<file path="config.mk">
export PLATFORM = sky130hd
export DESIGN_NAME = adder_arbiter
export DESIGN_NICKNAME = d
export VERILOG_FILES = /design/src/rtl/adder_arbiter_pkg.sv /design/src/rtl/adder_arbiter_rca.sv /design/src/rtl/adder_arbiter.sv
export SDC_FILE = /design/constraint.sdc
export NUM_CORES = 1
export LEC_CHECK = 0
export CAP_MARGIN = 20
export CORE_MARGIN = 2
export CORE_UTILIZATION = 40
export CTS_CLUSTER_DIAMETER = 50
export DETAILED_ROUTE_END_ITERATION = 10
export PLACE_DENSITY_LB_ADDON = 0.05
export SYNTH_ARGS = -nofsm -noshare
export SYNTH_HDL_FRONTEND = slang
export SYNTH_HIERARCHICAL = 1
export SYNTH_SLANG_ARGS = --single-unit
</file>
<file path="constraint.sdc">
create_clock -name clk -period 20.7 [get_ports clk]
set_clock_uncertainty 0.1 [all_clocks]
set_input_delay 4.14 -clock clk [delete_from_list [all_inputs] [get_ports clk]]
set_output_delay 4.14 -clock clk [all_outputs]
set_load 0.01 [all_outputs]
</file>
<file path="src/rtl/adder_arbiter_pkg.sv">
// Shared definitions for the adder arbiter: operand width, FSM encoding and
// the round-robin pick helper.
package adder_arbiter_pkg;

    localparam int unsigned OPW     = 32;
    localparam int unsigned MAX_REQ = 8;

    typedef enum logic [1:0] {
        ST_IDLE = 2'd0,
        ST_CALC = 2'd1,
        ST_HOLD = 2'd2
    } state_e;

    typedef struct packed {
        logic       found;
        logic [2:0] idx;
    } pick_t;

    // Round-robin search: scan from ptr upwards, wrapping at nreq-1 back to 0,
    // and return the first requester whose valid bit is set.
    function automatic pick_t rr_pick(input logic [MAX_REQ-1:0] valid,
                                      input logic [2:0]         ptr,
                                      input int unsigned        nreq);
        pick_t       p;
        int unsigned cand;
        p = '0;
        for (int unsigned k = 0; k < MAX_REQ; k++) begin
            if (k < nreq) begin
                cand = 32'(ptr) + k;
                if (cand >= nreq) begin
                    cand = cand - nreq;
                end
                if (!p.found && valid[3'(cand)]) begin
                    p.found = 1'b1;
                    p.idx   = 3'(cand);
                end
            end
        end
        return p;
    endfunction

endpackage

</file>
<file path="src/rtl/adder_arbiter_rca.sv">
// 32-bit ripple-carry adder; exposes the carry into the MSB as well as the
// carry out so the caller can derive signed overflow.
module adder_arbiter_rca
    import adder_arbiter_pkg::*;
(
    input  logic [OPW-1:0] a,
    input  logic [OPW-1:0] b,
    input  logic           cin,
    output logic [OPW-1:0] sum,
    output logic           c31,
    output logic           cout
);

    logic [OPW:0] carry;

    // Bit-serial carry chain, one full adder per bit.
    always_comb begin
        carry    = '0;
        sum      = '0;
        carry[0] = cin;
        for (int unsigned i = 0; i < OPW; i++) begin
            sum[i]     = a[i] ^ b[i] ^ carry[i];
            carry[i+1] = (a[i] & b[i]) | (carry[i] & (a[i] ^ b[i]));
        end
    end

    assign c31  = carry[OPW-1];
    assign cout = carry[OPW];

endmodule

</file>
<file path="src/rtl/adder_arbiter.sv">
// Round-robin arbiter sharing one ripple-carry adder among NREQ requesters.
// An operation is accepted, computed in the following cycle and then held
// on the result port until the consumer takes it.
module adder_arbiter
    import adder_arbiter_pkg::*;
#(
    parameter int unsigned NREQ = 4,
    parameter int unsigned IDW  = 2
) (
    input  logic                clk,
    input  logic                rst_n,
    input  logic [NREQ-1:0]     req_valid,
    output logic [NREQ-1:0]     req_ready,
    input  logic [NREQ*OPW-1:0] req_a,
    input  logic [NREQ*OPW-1:0] req_b,
    input  logic [NREQ-1:0]     req_sub,
    output logic                res_valid,
    input  logic                res_ready,
    output logic [OPW-1:0]      res_sum,
    output logic                res_cout,
    output logic                res_ovf,
    output logic [IDW-1:0]      res_id
);

    state_e           state_q, state_d;
    logic [IDW-1:0]   ptr_q, ptr_d;
    logic [OPW-1:0]   op_a_q, op_a_d;
    logic [OPW-1:0]   op_b_q, op_b_d;
    logic             op_sub_q, op_sub_d;
    logic [IDW-1:0]   op_id_q, op_id_d;
    logic             res_valid_q, res_valid_d;
    logic [OPW-1:0]   res_sum_q, res_sum_d;
    logic             res_cout_q, res_cout_d;
    logic             res_ovf_q, res_ovf_d;
    logic [IDW-1:0]   res_id_q, res_id_d;

    logic [MAX_REQ-1:0] valid_pad;
    pick_t              pick;
    logic               can_grant;
    logic               grant_en;
    logic [IDW-1:0]     gnt_id;
    logic [OPW-1:0]     sel_a;
    logic [OPW-1:0]     sel_b;
    logic               sel_sub;

    logic [OPW-1:0]     add_b;
    logic [OPW-1:0]     add_sum;
    logic               add_c31;
    logic               add_cout;

    // Arbitration: pick from the pointer; a grant is only possible when the
    // result slot is free (IDLE) or being drained this cycle (HOLD + res_ready).
    always_comb begin
        valid_pad             = '0;
        valid_pad[NREQ-1:0]   = req_valid;
        pick                  = rr_pick(valid_pad, 3'(ptr_q), NREQ);
        gnt_id                = IDW'(pick.idx);
        can_grant             = rst_n && ((state_q == ST_IDLE) ||
                                          ((state_q == ST_HOLD) && res_ready));
        grant_en              = can_grant && pick.found;
        req_ready             = '0;
        for (int unsigned i = 0; i < NREQ; i++) begin
            req_ready[i] = grant_en && (pick.idx == 3'(i));
        end
    end

    // Operand mux for the requester chosen by the arbiter.
    always_comb begin
        sel_a   = '0;
        sel_b   = '0;
        sel_sub = 1'b0;
        for (int unsigned i = 0; i < NREQ; i++) begin
            if (pick.idx == 3'(i)) begin
                sel_a   = req_a[i*OPW +: OPW];
                sel_b   = req_b[i*OPW +: OPW];
                sel_sub = req_sub[i];
            end
        end
    end

    // Subtraction is A + ~B + 1 through the same adder.
    assign add_b = op_b_q ^ {OPW{op_sub_q}};

    adder_arbiter_rca u_rca (
        .a    (op_a_q),
        .b    (add_b),
        .cin  (op_sub_q),
        .sum  (add_sum),
        .c31  (add_c31),
        .cout (add_cout)
    );

    // Next-state and datapath updates; a grant always launches CALC, so the
    // operand capture is shared by the IDLE and HOLD paths.
    always_comb begin
        state_d     = state_q;
        ptr_d       = ptr_q;
        op_a_d      = op_a_q;
        op_b_d      = op_b_q;
        op_sub_d    = op_sub_q;
        op_id_d     = op_id_q;
        res_valid_d = res_valid_q;
        res_sum_d   = res_sum_q;
        res_cout_d  = res_cout_q;
        res_ovf_d   = res_ovf_q;
        res_id_d    = res_id_q;

        if (grant_en) begin
            op_a_d   = sel_a;
            op_b_d   = sel_b;
            op_sub_d = sel_sub;
            op_id_d  = gnt_id;
            if (pick.idx == 3'(NREQ - 1)) begin
                ptr_d = '0;
            end else begin
                ptr_d = gnt_id + IDW'(1);
            end
        end

        case (state_q)
            ST_IDLE: begin
                if (grant_en) begin
                    state_d = ST_CALC;
                end
            end
            ST_CALC: begin
                res_sum_d   = add_sum;
                res_cout_d  = add_cout;
                res_ovf_d   = add_c31 ^ add_cout;
                res_id_d    = op_id_q;
                res_valid_d = 1'b1;
                state_d     = ST_HOLD;
            end
            ST_HOLD: begin
                if (res_ready) begin
                    res_valid_d = 1'b0;
                    state_d     = grant_en ? ST_CALC : ST_IDLE;
                end
            end
            default: begin
                res_valid_d = 1'b0;
                state_d     = ST_IDLE;
            end
        endcase
    end

    // State and datapath registers with asynchronous clear.
    always_ff @(posedge clk or negedge rst_n) begin
        if (!rst_n) begin
            state_q     <= ST_IDLE;
            ptr_q       <= '0;
            op_a_q      <= '0;
            op_b_q      <= '0;
            op_sub_q    <= 1'b0;
            op_id_q     <= '0;
            res_valid_q <= 1'b0;
            res_sum_q   <= '0;
            res_cout_q  <= 1'b0;
            res_ovf_q   <= 1'b0;
            res_id_q    <= '0;
        end else begin
            state_q     <= state_d;
            ptr_q       <= ptr_d;
            op_a_q      <= op_a_d;
            op_b_q      <= op_b_d;
            op_sub_q    <= op_sub_d;
            op_id_q     <= op_id_d;
            res_valid_q <= res_valid_d;
            res_sum_q   <= res_sum_d;
            res_cout_q  <= res_cout_d;
            res_ovf_q   <= res_ovf_d;
            res_id_q    <= res_id_d;
        end
    end

    assign res_valid = res_valid_q;
    assign res_sum   = res_sum_q;
    assign res_cout  = res_cout_q;
    assign res_ovf   = res_ovf_q;
    assign res_id    = res_id_q;

endmodule

</file>
[Word level (Yosys, flattened, before mapping)]
Cells that the tools add are included.
Storage, ports and cells
  register bits: 108
  input port bits: 267
  output and inout bits: 41
  word-level logic and storage cells: 250
Operators by class
  add/sub/neg operators: 8
  magnitude comparators: 8
  equal/unequal tests: 7
  muxes and demuxes: 35
  bitwise logic cells: 163
  reductions and logical operators: 18
Operator list (count)
  32-bit two-way mux: 8
  1-bit XOR: 65
  1-bit bitwise AND: 64
  1-bit bitwise OR: 32
  32-bit XOR: 1
  3-bit by 4-bit < comparator with 1-bit output (second input constant): 4
  4-bit two-way mux: 4
  1-bit binary-select mux with 3-bit select: 4
  3-bit two-way mux: 4
  1-bit logical AND: 10
  1-bit two-way mux: 10
  3-bit greater-or-equal comparator (second input constant): 3
  3-bit subtractor (second input constant): 3
  2-bit by 2-bit adder with 3-bit output (second input constant): 2
  3-bit by 2-bit == test with 1-bit output (second input constant): 2
  2-bit two-way mux: 3
  2-bit case mux with 3 select lines: 1
  2-bit != test (second input constant): 2
  2-bit AND reduction: 2
  2-bit by 1-bit adder with 3-bit output (second input constant): 1
  3-bit by 1-bit == test with 1-bit output (second input constant): 1
  2-bit by 3-bit greater-or-equal comparator with 1-bit output (second input constant): 1
  1-bit logical NOT: 3
  3-bit logical NOT: 1
  other kinds (8): 8

[Depth between registers and ports, before layout]
Gate-level depths: netlist of the first run.
  word-level depth: 67
  mapped depth: 40
  depth with buffers taken out: 39

[Modules after synthesis]
Netlist of the first run, hierarchy kept.
By module, submodules not included
  adder_arbiter: instances 1, cells each 865, area each 7771.2 µm², seq. area each 2702.6 µm²
  adder_arbiter_rca: instances 1, cells each 42, area each 678.2 µm², seq. area each 0.0 µm²

[Worst setup path after synthesis of the first run]
OpenSTA, ideal clock, no wires.
  kind: register -> register
  start point: register op_sub_q
  end point: register res_sum_q[31], in the netlist res_sum[31]
  setup time: 0.125 ns
  data arrival time: 12.894 ns
  required time: 20.475 ns
  path slack: 7.581 ns
  stages on the path, launching flop included: 40
  path buffers: 1
  clock period less this slack: 13.119 ns
  cell sequence: dfrtp_1 clkbuf_1 xor2_1 fa_1 fa_1 fa_1 fa_1 fa_1 fa_1 fa_1 fa_1 fa_1 fa_1 fa_1 fa_1 fa_1 fa_1 fa_1 [... 4 more ...] fa_1 fa_1 fa_1 fa_1 fa_1 fa_1 fa_1 fa_1 fa_1 fa_1 fa_1 fa_1 fa_1 inv_1 fa_1 inv_1 fa_1 mux2_2
On the way
  word-level cells in the longest chain between the ends: 65
  elaborated cells on any way between the ends: 127
  classes of those cells: 127 x bitwise
Ends and longest elaborated chain
  start: declaration: RTL line adder_arbiter.sv:29  | logic op_sub_q, op_sub_d;
  start signal: assignment: RTL line adder_arbiter.sv:166  | op_sub_q <= op_sub_d;
  32-bit XOR *: RTL line adder_arbiter.sv:82  | assign add_b = op_b_q ^ {OPW{op_sub_q}};
  named net add_b[0]: RTL line adder_arbiter.sv:46  | logic [OPW-1:0] add_b;
  1-bit XOR: RTL line adder_arbiter_rca.sv:23  | carry[i+1] = (a[i] & b[i]) | (carry[i] & (a[i] ^ b[i]));
  1-bit bitwise AND: RTL line adder_arbiter_rca.sv:23
  1-bit bitwise OR *: RTL line adder_arbiter_rca.sv:23
  1-bit bitwise AND *: RTL line adder_arbiter_rca.sv:23
  1-bit bitwise OR *: RTL line adder_arbiter_rca.sv:23
  1-bit bitwise AND *: RTL line adder_arbiter_rca.sv:23
  [... 52 more ...]
  1-bit bitwise OR *: RTL line adder_arbiter_rca.sv:23
  1-bit bitwise AND *: RTL line adder_arbiter_rca.sv:23
  1-bit bitwise OR *: RTL line adder_arbiter_rca.sv:23
  1-bit bitwise AND *: RTL line adder_arbiter_rca.sv:23
  1-bit bitwise OR *: RTL line adder_arbiter_rca.sv:23
  named net add_c31: RTL line adder_arbiter.sv:48  | logic add_c31;
  1-bit XOR *: RTL line adder_arbiter_rca.sv:22  | sum[i] = a[i] ^ b[i] ^ carry[i];
  named net add_sum[31]: RTL line adder_arbiter.sv:47  | logic [OPW-1:0] add_sum;
  end signal: assignment: RTL line adder_arbiter.sv:169  | res_sum_q <= res_sum_d;
  end: declaration: RTL line adder_arbiter.sv:32  | logic [OPW-1:0] res_sum_q, res_sum_d;
The timed path passes the listed nets; every way through them passes the cells marked *.
A chain may end at the register's enable or synchronous reset.

[Worst setup path in the final report of the first run]
  start point: register op_sub_q
  end point: register res_sum_q[31], in the netlist res_sum[31]
On the way
  word-level cells in the longest chain between the ends: 65
  elaborated cells on any way between the ends: 127
  classes of those cells: 127 x bitwise
Ends and longest elaborated chain (RTL line)
  32-bit XOR: adder_arbiter.sv:82
  1-bit XOR: adder_arbiter_rca.sv:23
  1-bit bitwise AND: adder_arbiter_rca.sv:23
  1-bit bitwise OR: adder_arbiter_rca.sv:23
  1-bit bitwise AND: adder_arbiter_rca.sv:23
  1-bit bitwise OR: adder_arbiter_rca.sv:23
  1-bit bitwise AND: adder_arbiter_rca.sv:23
  1-bit bitwise OR: adder_arbiter_rca.sv:23
  [... 51 more ...]
  1-bit bitwise OR: adder_arbiter_rca.sv:23
  1-bit bitwise AND: adder_arbiter_rca.sv:23
  1-bit bitwise OR: adder_arbiter_rca.sv:23
  1-bit bitwise AND: adder_arbiter_rca.sv:23
  1-bit bitwise OR *: adder_arbiter_rca.sv:23
  named net add_c31: adder_arbiter.sv:48
  1-bit XOR *: adder_arbiter_rca.sv:22
  named net add_sum[31]: adder_arbiter.sv:47
Marked as above.

==> results.py, run 1 <==
metrics = {
    "outcome": {
        "status": "finished, final reports clean",
    },
    "synthesis": {
        "syn_nets": 1213,
        "synth_edf_count": 0,
        "ys_seq_elements": 108,
        "synth.area.mux_share_pct": 5.95,
        "async_flop_share_pct": 100,
        "synth_compound_area_share_pct": 26.9,
        "yosysSeqAreaShare_pct": 32.0,
        "netlist_instances": 907,
        "avgSynthCellArea_sq_um": 9.32,
        "yosysUniqueCellTypes": 47,
        "synth_flop_cell": "dfrtp_1",
        "synthXorXnorAreaFrac_pct": 3.42,
        "synthAdderAreaFrac_pct": 8.62,
        "synth-simple-area-share_pct": 14.2,
        "yosysWarnings": 6,
        "synth_top_family_by_area": "compound AO/OA/AOI/OAI gates",
        "syn_area_sq_um": 8450,
    },
    "grt": {
        "grt-ovfl-total": 0,
        "grt_pass1_vias": 7642,
        "antenna_found_initial": 2,
        "grt_pass1_wl_mm": 43.8,
        "grt_max_degree": 132,
        "track_usage_pct": 25.1,
    },
    "clock_network": {
        "cts_buffers": 9,
        "cts_tree": "yes",
        "ctsHtreeMaxLevel": 3,
        "cts_buffer_depth": 2,
        "post_cts_buffers": 0,
        "path_clk_slew_ps": 70,
        "cts_hold_buffers": 0,
        "insertion_delay_ps": 350,
        "cts_resized": 0,
        "cts_num_sinks": 108,
        "cts-root-buf": "clkbuf_16",
    },
    "layout": {
        "num-nets-final": 1447,
        "syn_to_final_growth_pct": 41.4,
        "fill_cells": 1919,
        "ff_latch_area_sq_um": 2700,
        "multi_input_area_sq_um": 5040,
        "drive_gt1_share_pct": 7.95,
        "design_area_sq_um": 12000,
    },
    "die": {
        "fp.dieArea_sq_um": 22300,
        "die_h_um": 149,
        "pin_count": 308,
        "dieWidth_um": 149,
        "core_region_area_sq_um": 20900,
        "rows": 53,
        "start_util_pct": 40.4,
    },
    "power_and_ir_drop": {
        "power_density_nw_per_um2": 174,
        "p_leak_nw": 4.88,
        "vdd_drop_max_mv": 0.134,
    },
    "critical_path": {
        "crit_buf_inv": 5,
        "crit_slowest_cell": "fa_1",
        "startpoint_type": "flip-flop",
        "crit_family": "adder cells",
        "cp_slowest_stage_delay_ps": 450,
        "required_ps": 20830,
        "arrival_ps": 13820,
        "crit_type": "flip-flop to flip-flop",
        "worstPathMaxFanout": 33,
        "cp-end-kind": "flip-flop",
        "worst_path_most_repeated_cell": "fa_1",
    },
    "placement": {
        "post_dp_cell_area_sq_um": 11600,
        "io_buffers": 307,
        "dp_hpwl_mm": 18.9,
        "place_congestion": 0.804,
    },
    "timing": {
        "final_hold_viol_count": 0,
        "fmax_mhz": 73.1,
        "slew_violations": 0,
        "fin_tns_setup_ps": 0,
        "min_period_ps": 13690,
        "slew_headroom_pct": 40.0,
        "worst-slew-pin-transition_ps": 899,
        "fin_crit_sh_pct": 66.1,
        "setup_viol": 0,
        "rsz0062_at_grt": "no",
    },
    "flow_run": {
        "maxCapViolCount": 0,
    },
    "routing": {
        "drt-initial-drc-count": 322,
        "wire_per_inst_um": 19.8,
        "vias": 7827,
        "drt_first_pass_iters": 5,
        "drc": 0,
        "postRouteAntennaNets": 0,
        "routed_wl_mm": 28.1,
        "detail_route.vias_per_cell": 5.51,
    },
    "hold_path": {
        "worstHoldPathType": "flip-flop to flip-flop",
    },
}
==> final cells by class <==
type,count,share of cell area (%)
clock buffer,11,2.03
tap,275,2.88
antenna,1,0.0209
timing repair buffer,322,26.9
multi-input combinational,618,42.1
inverter,82,2.58
clock inverter,4,0.817
sequential,108,22.6
==> placed cells by master (no fill, tap or decap), drive strengths merged, types with 2 or more instances in the layout <==
cell type      instances
nand2b               131
dfrtp                108
o2111ai               66
nor2                  10
o221ai                65
nor3                   2
o21ai                  3
mux2                  38
bufinv                 3
clkbuf                11
fa                    32
a21o                   3
and3                   2
inv                   82
nand2                 69
o21a                   2
mux2i                  3
mux4                   2
ha                     7
a21oi                 68
buf                   16
o31a                  65
a211oi                 2
xor2                  32
clkdlybuf4s50        306
==> stage by stage <==
step	util (%)	hold WS (ps)	worst slack, ps	total power, mW	cells
finish	57.2	380	7010	2.08	1421
global route	57.2	414	6570	2.28	1420
CTS	57.1	384	6970	2.09	1419
detailed placement	55.4	368	6970	1.88	1404
global placement	55.3	362	7140	1.86	1403
floorplan	-	356	7580	1.44	907
==> where the power goes <==
part           internal (mW)  leakage (nW)  switching [mW]
sequential             0.322          1.33          0.0807
clock                  0.121         0.162          0.0768
combinational          0.660          3.39           0.816
==> synthesized netlist by cell type, types with 32 or more instances <==
master,count,share of area (%)
nand2b_1,131,9.7
dfrtp_1,108,32
inv_1,78,3.5
clkbuf_1,70,3.1
nand2_1,69,3.1
a21oi_1,68,4.0
o2111ai_1,66,6.8
o31a_1,65,6.7
o221ai_1,55,5.7
mux2_2,37,4.9
fa_1,32,7.6
xor2_1,32,3.3
==> worst paths after layout <==
| check | startpoint | end | slack [ps] | cells past startpoint |
|---|---|---|---|---|
| worst min register to register | res_valid | res_valid | 380 | 1 |
| worst max-delay path | op_sub_q | res_sum[31] | 7010 | 38 |
| min in group asynchronous | rst_n | res_valid | 3730 | 1 |
| worst max register to register | op_sub_q | res_sum[31] | 7010 | 38 |
| max in group asynchronous | rst_n | res_sum[31] | 15510 | 2 |
| worst min-delay path | res_valid | res_valid | 380 | 1 |
==> logic make-up after synthesis <==
logic type / Yosys count
AO/OA/AOI/OAI: 281
XOR/XNOR: 33
adder cells (fa/ha/maj): 39
buffers and inverters: 181
flip-flops: 108
multiplexers: 43
AND/OR/NAND/NOR: 222
==> state kept, by name, indices dropped and copies added (netlist names) <==
register,cells
ptr_q,2
res_cout,1
op_b_q,32
op_sub_q,1
state_q,2
res_ovf,1
res_id,2
res_valid,1
op_id_q,2
res_sum,32
op_a_q,32
==> worst reg2reg max path, delay by kind of cell (launching register included) <==
kind	cells	cell delay (ps)
buffers and inverters	5	580
multiplexers	1	260
flip-flops	1	410
adder cells (fa/ha/maj)	32	12240
==> metal layers <==
metal	up-vias	track usage, %	share of wire [%]
li1	3743	-	-
met1	3805	33.8	44
met2	258	41.0	48
met3	19	5.69	6.6
met4	2	6.10	1.2
met5	-	0	0.057
Note: power is estimated with default switching activity, not from simulation.
==> inputs of run 2 (changes only) <==
==> constraint.sdc (replaced) <==
create_clock -name clk -period 12.1 [get_ports clk]
set_clock_uncertainty 0.1 [all_clocks]
set_input_delay 2.42 -clock clk [delete_from_list [all_inputs] [get_ports clk]]
set_output_delay 2.42 -clock clk [all_outputs]
set_load 0.01 [all_outputs]
==> run 2 against run 1 <==
Against the previous run: combinational power grew 76%; clock power increased by 66%; the flow now finishes with violations (negative setup slack); flip-flop and latch count stayed put; critical endpoint unchanged; sequential share of layout area shrank 0.13 points; power up 75%; highest routed layer is now met4.
==> results.py, run 2 (synthesized netlist as in run 1, its figures left out) <==
metrics = {
    "clock_network": {
        "ctsHtreeMaxLevel": 3,
        "cts_hold_buffers": 0,
        "cts_buffer_depth": 2,
        "path_clk_slew_ps": 80,
        "cts_tree": "yes",
        "cts-root-buf": "clkbuf_16",
        "cts_buffers": 9,
        "insertion_delay_ps": 360,
        "cts_num_sinks": 108,
    },
    "placement": {
        "io_buffers": 307,
        "place_congestion": 0.841,
        "post_dp_cell_area_sq_um": 11600,
        "dp_hpwl_mm": 20.3,
    },
    "routing": {
        "drt-initial-drc-count": 375,
        "drt_first_pass_iters": 4,
        "vias": 7781,
        "routed_wl_mm": 29.5,
        "drc": 0,
        "detail_route.vias_per_cell": 5.47,
        "postRouteAntennaNets": 0,
        "wire_per_inst_um": 20.7,
    },
    "layout": {
        "num-nets-final": 1448,
        "final_common_cell": "clkdlybuf4s50_1",
        "drive_gt1_share_pct": 11.3,
        "final_util_pct": 57.5,
        "design_area_sq_um": 12000,
        "syn_to_final_growth_pct": 42.2,
        "diodes": 0,
        "final_cell_mix": "306 x clkdlybuf4s50_1, 131 x nand2b_1, 107 x dfrtp_1, 75 x inv_1, 69 x nand2_1",
    },
    "critical_path": {
        "startpoint_type": "flip-flop",
        "crit_slowest_cell": "dfrtp_2",
        "rr_startpoint": "op_sub_q",
        "arrival_ps": 12270,
        "r2r_slack_ps": -30,
        "cp-end-kind": "flip-flop",
        "worstPathMaxFanout": 2,
        "crit_type": "flip-flop to flip-flop",
        "r2r_end": "res_sum[31]",
        "cp_slowest_stage_delay_ps": 430,
        "r2r_cells": 38,
        "required_ps": 12250,
        "worst_path_most_repeated_cell": "fa_2",
    },
    "timing": {
        "worst-slew-pin-transition_ps": 921,
        "setup_viol": 1,
        "fin_crit_sh_pct": 100,
        "slew_violations": 0,
        "fmax_mhz": 82.5,
        "final_hold_viol_count": 0,
        "slew_headroom_pct": 38.6,
        "min_period_ps": 12130,
        "layout_setup_ws_ps": -26.2,
        "rsz0062_at_grt": "yes",
    },
    "grt": {
        "grt_pass1_vias": 7701,
        "grt_pass1_wl_mm": 45.5,
        "track_usage_pct": 26.5,
        "grt-ovfl-total": 0,
        "antenna_found_initial": 0,
        "grt_max_degree": 84,
    },
    "die": {
        "fp.dieArea_sq_um": 22300,
        "pin_count": 308,
        "core_region_area_sq_um": 20900,
        "start_util_pct": 40.4,
        "die_h_um": 149,
        "dieWidth_um": 149,
        "rows": 53,
    },
    "power_and_ir_drop": {
        "p_leak_nw": 4.84,
        "seqPwrFrac_pct": 19.3,
        "intPower_mw": 1.89,
        "p_comb_share_pct": 71.6,
        "power.total_mw": 3.64,
        "swShare_pct": 48.0,
        "p_switching_mw": 1.75,
        "power_density_nw_per_um2": 303,
        "vdd_drop_max_mv": 0.223,
        "power_frac_clock_pct": 9.0,
    },
    "hold_path": {
        "hold_start": "res_valid",
        "worstHoldPathType": "flip-flop to flip-flop",
        "whs_path_depth": 1,
        "holdPathEnd": "res_valid",
    },
    "outcome": {
        "violations": "negative setup slack",
        "status": "complete, but fails checks",
    },
    "flow_run": {
        "maxCapViolCount": 0,
    },
}
run 2: cell types whose count changed in the layout (fill, tap and decap cells not counted), moves of 2 or more:
cell      delta
fa_1        -31
fa_2        +31
inv_1        -3
inv_2        +3
buf_4        +2
clkinv_2     +2
run 2: per-layer routing:
layer | wire length (um) | GRT usage [%]
met5 | 0 | 0
met4 | 323 | 5.33
met3 | 1760 | 4.83
met2 | 13100 | 39.8
met1 | 14300 | 39.9
run 2: worst max-delay path, delay by kind of cell (launching register included):
kind	cells	cell delay, ps
buffers and inverters	4	210
flip-flops	1	430
multiplexers	1	270
adder cells (fa/ha/maj)	32	10840
XOR/XNOR	1	190
run 2: through the flow:
| stage | worst slack [ps] | cells | hold WS, ps | setup TNS, ps |
|---|---|---|---|---|
| finish | -26.2 | 1422 | 383 | -26.2 |
| global route | -276 | 1422 | 411 | -722 |
| CTS | -29.2 | 1421 | 387 | -30.1 |
| detailed placement | -213 | 1405 | 371 | -569 |
| global placement | -122 | 1405 | 365 | -327 |
| floorplan | 19.6 | 907 | 356 | 0 |
run 2: repair_timing:
action                     CTS  global route
setup buffers                0             0
setup endpoints to repair    3             3
resized for setup           11             0
pin swaps                    1             1
run 2: layout make-up:
type	instances	area, sq um
clock buffer	9	225
clock inverter	7	97.6
fill	1921	8870
inverter	82	308
multi-input combinational	618	5130
sequential	108	2700
tap	275	344
timing repair buffer	323	3210
run 2: power groups by stage:
stage          Sequential (mW)  Combinational (mW)  Clock, mW
2_1_floorplan            0.685                1.81          0
3_3_place_gp             0.703                2.55          0
3_5_place_dp             0.709                2.57          0
4_1_cts                  0.705                2.61      0.332
5_1_grt                  0.728                2.89      0.349
6_report                 0.703                2.60      0.329
run 2: worst max path at each step:
stage,startpoint,end,slack [ps],cells past startpoint
final,op_sub_q,res_sum[31],-30,38
after global routing,op_sub_q,res_sum[31],-280,38
after CTS,op_sub_q,res_sum[31],-30,38
after detailed placement,op_sub_q,res_ovf,-210,39
after global placement,op_sub_q,res_ovf,-120,39
after floorplan,op_sub_q,res_sum[31],20,39
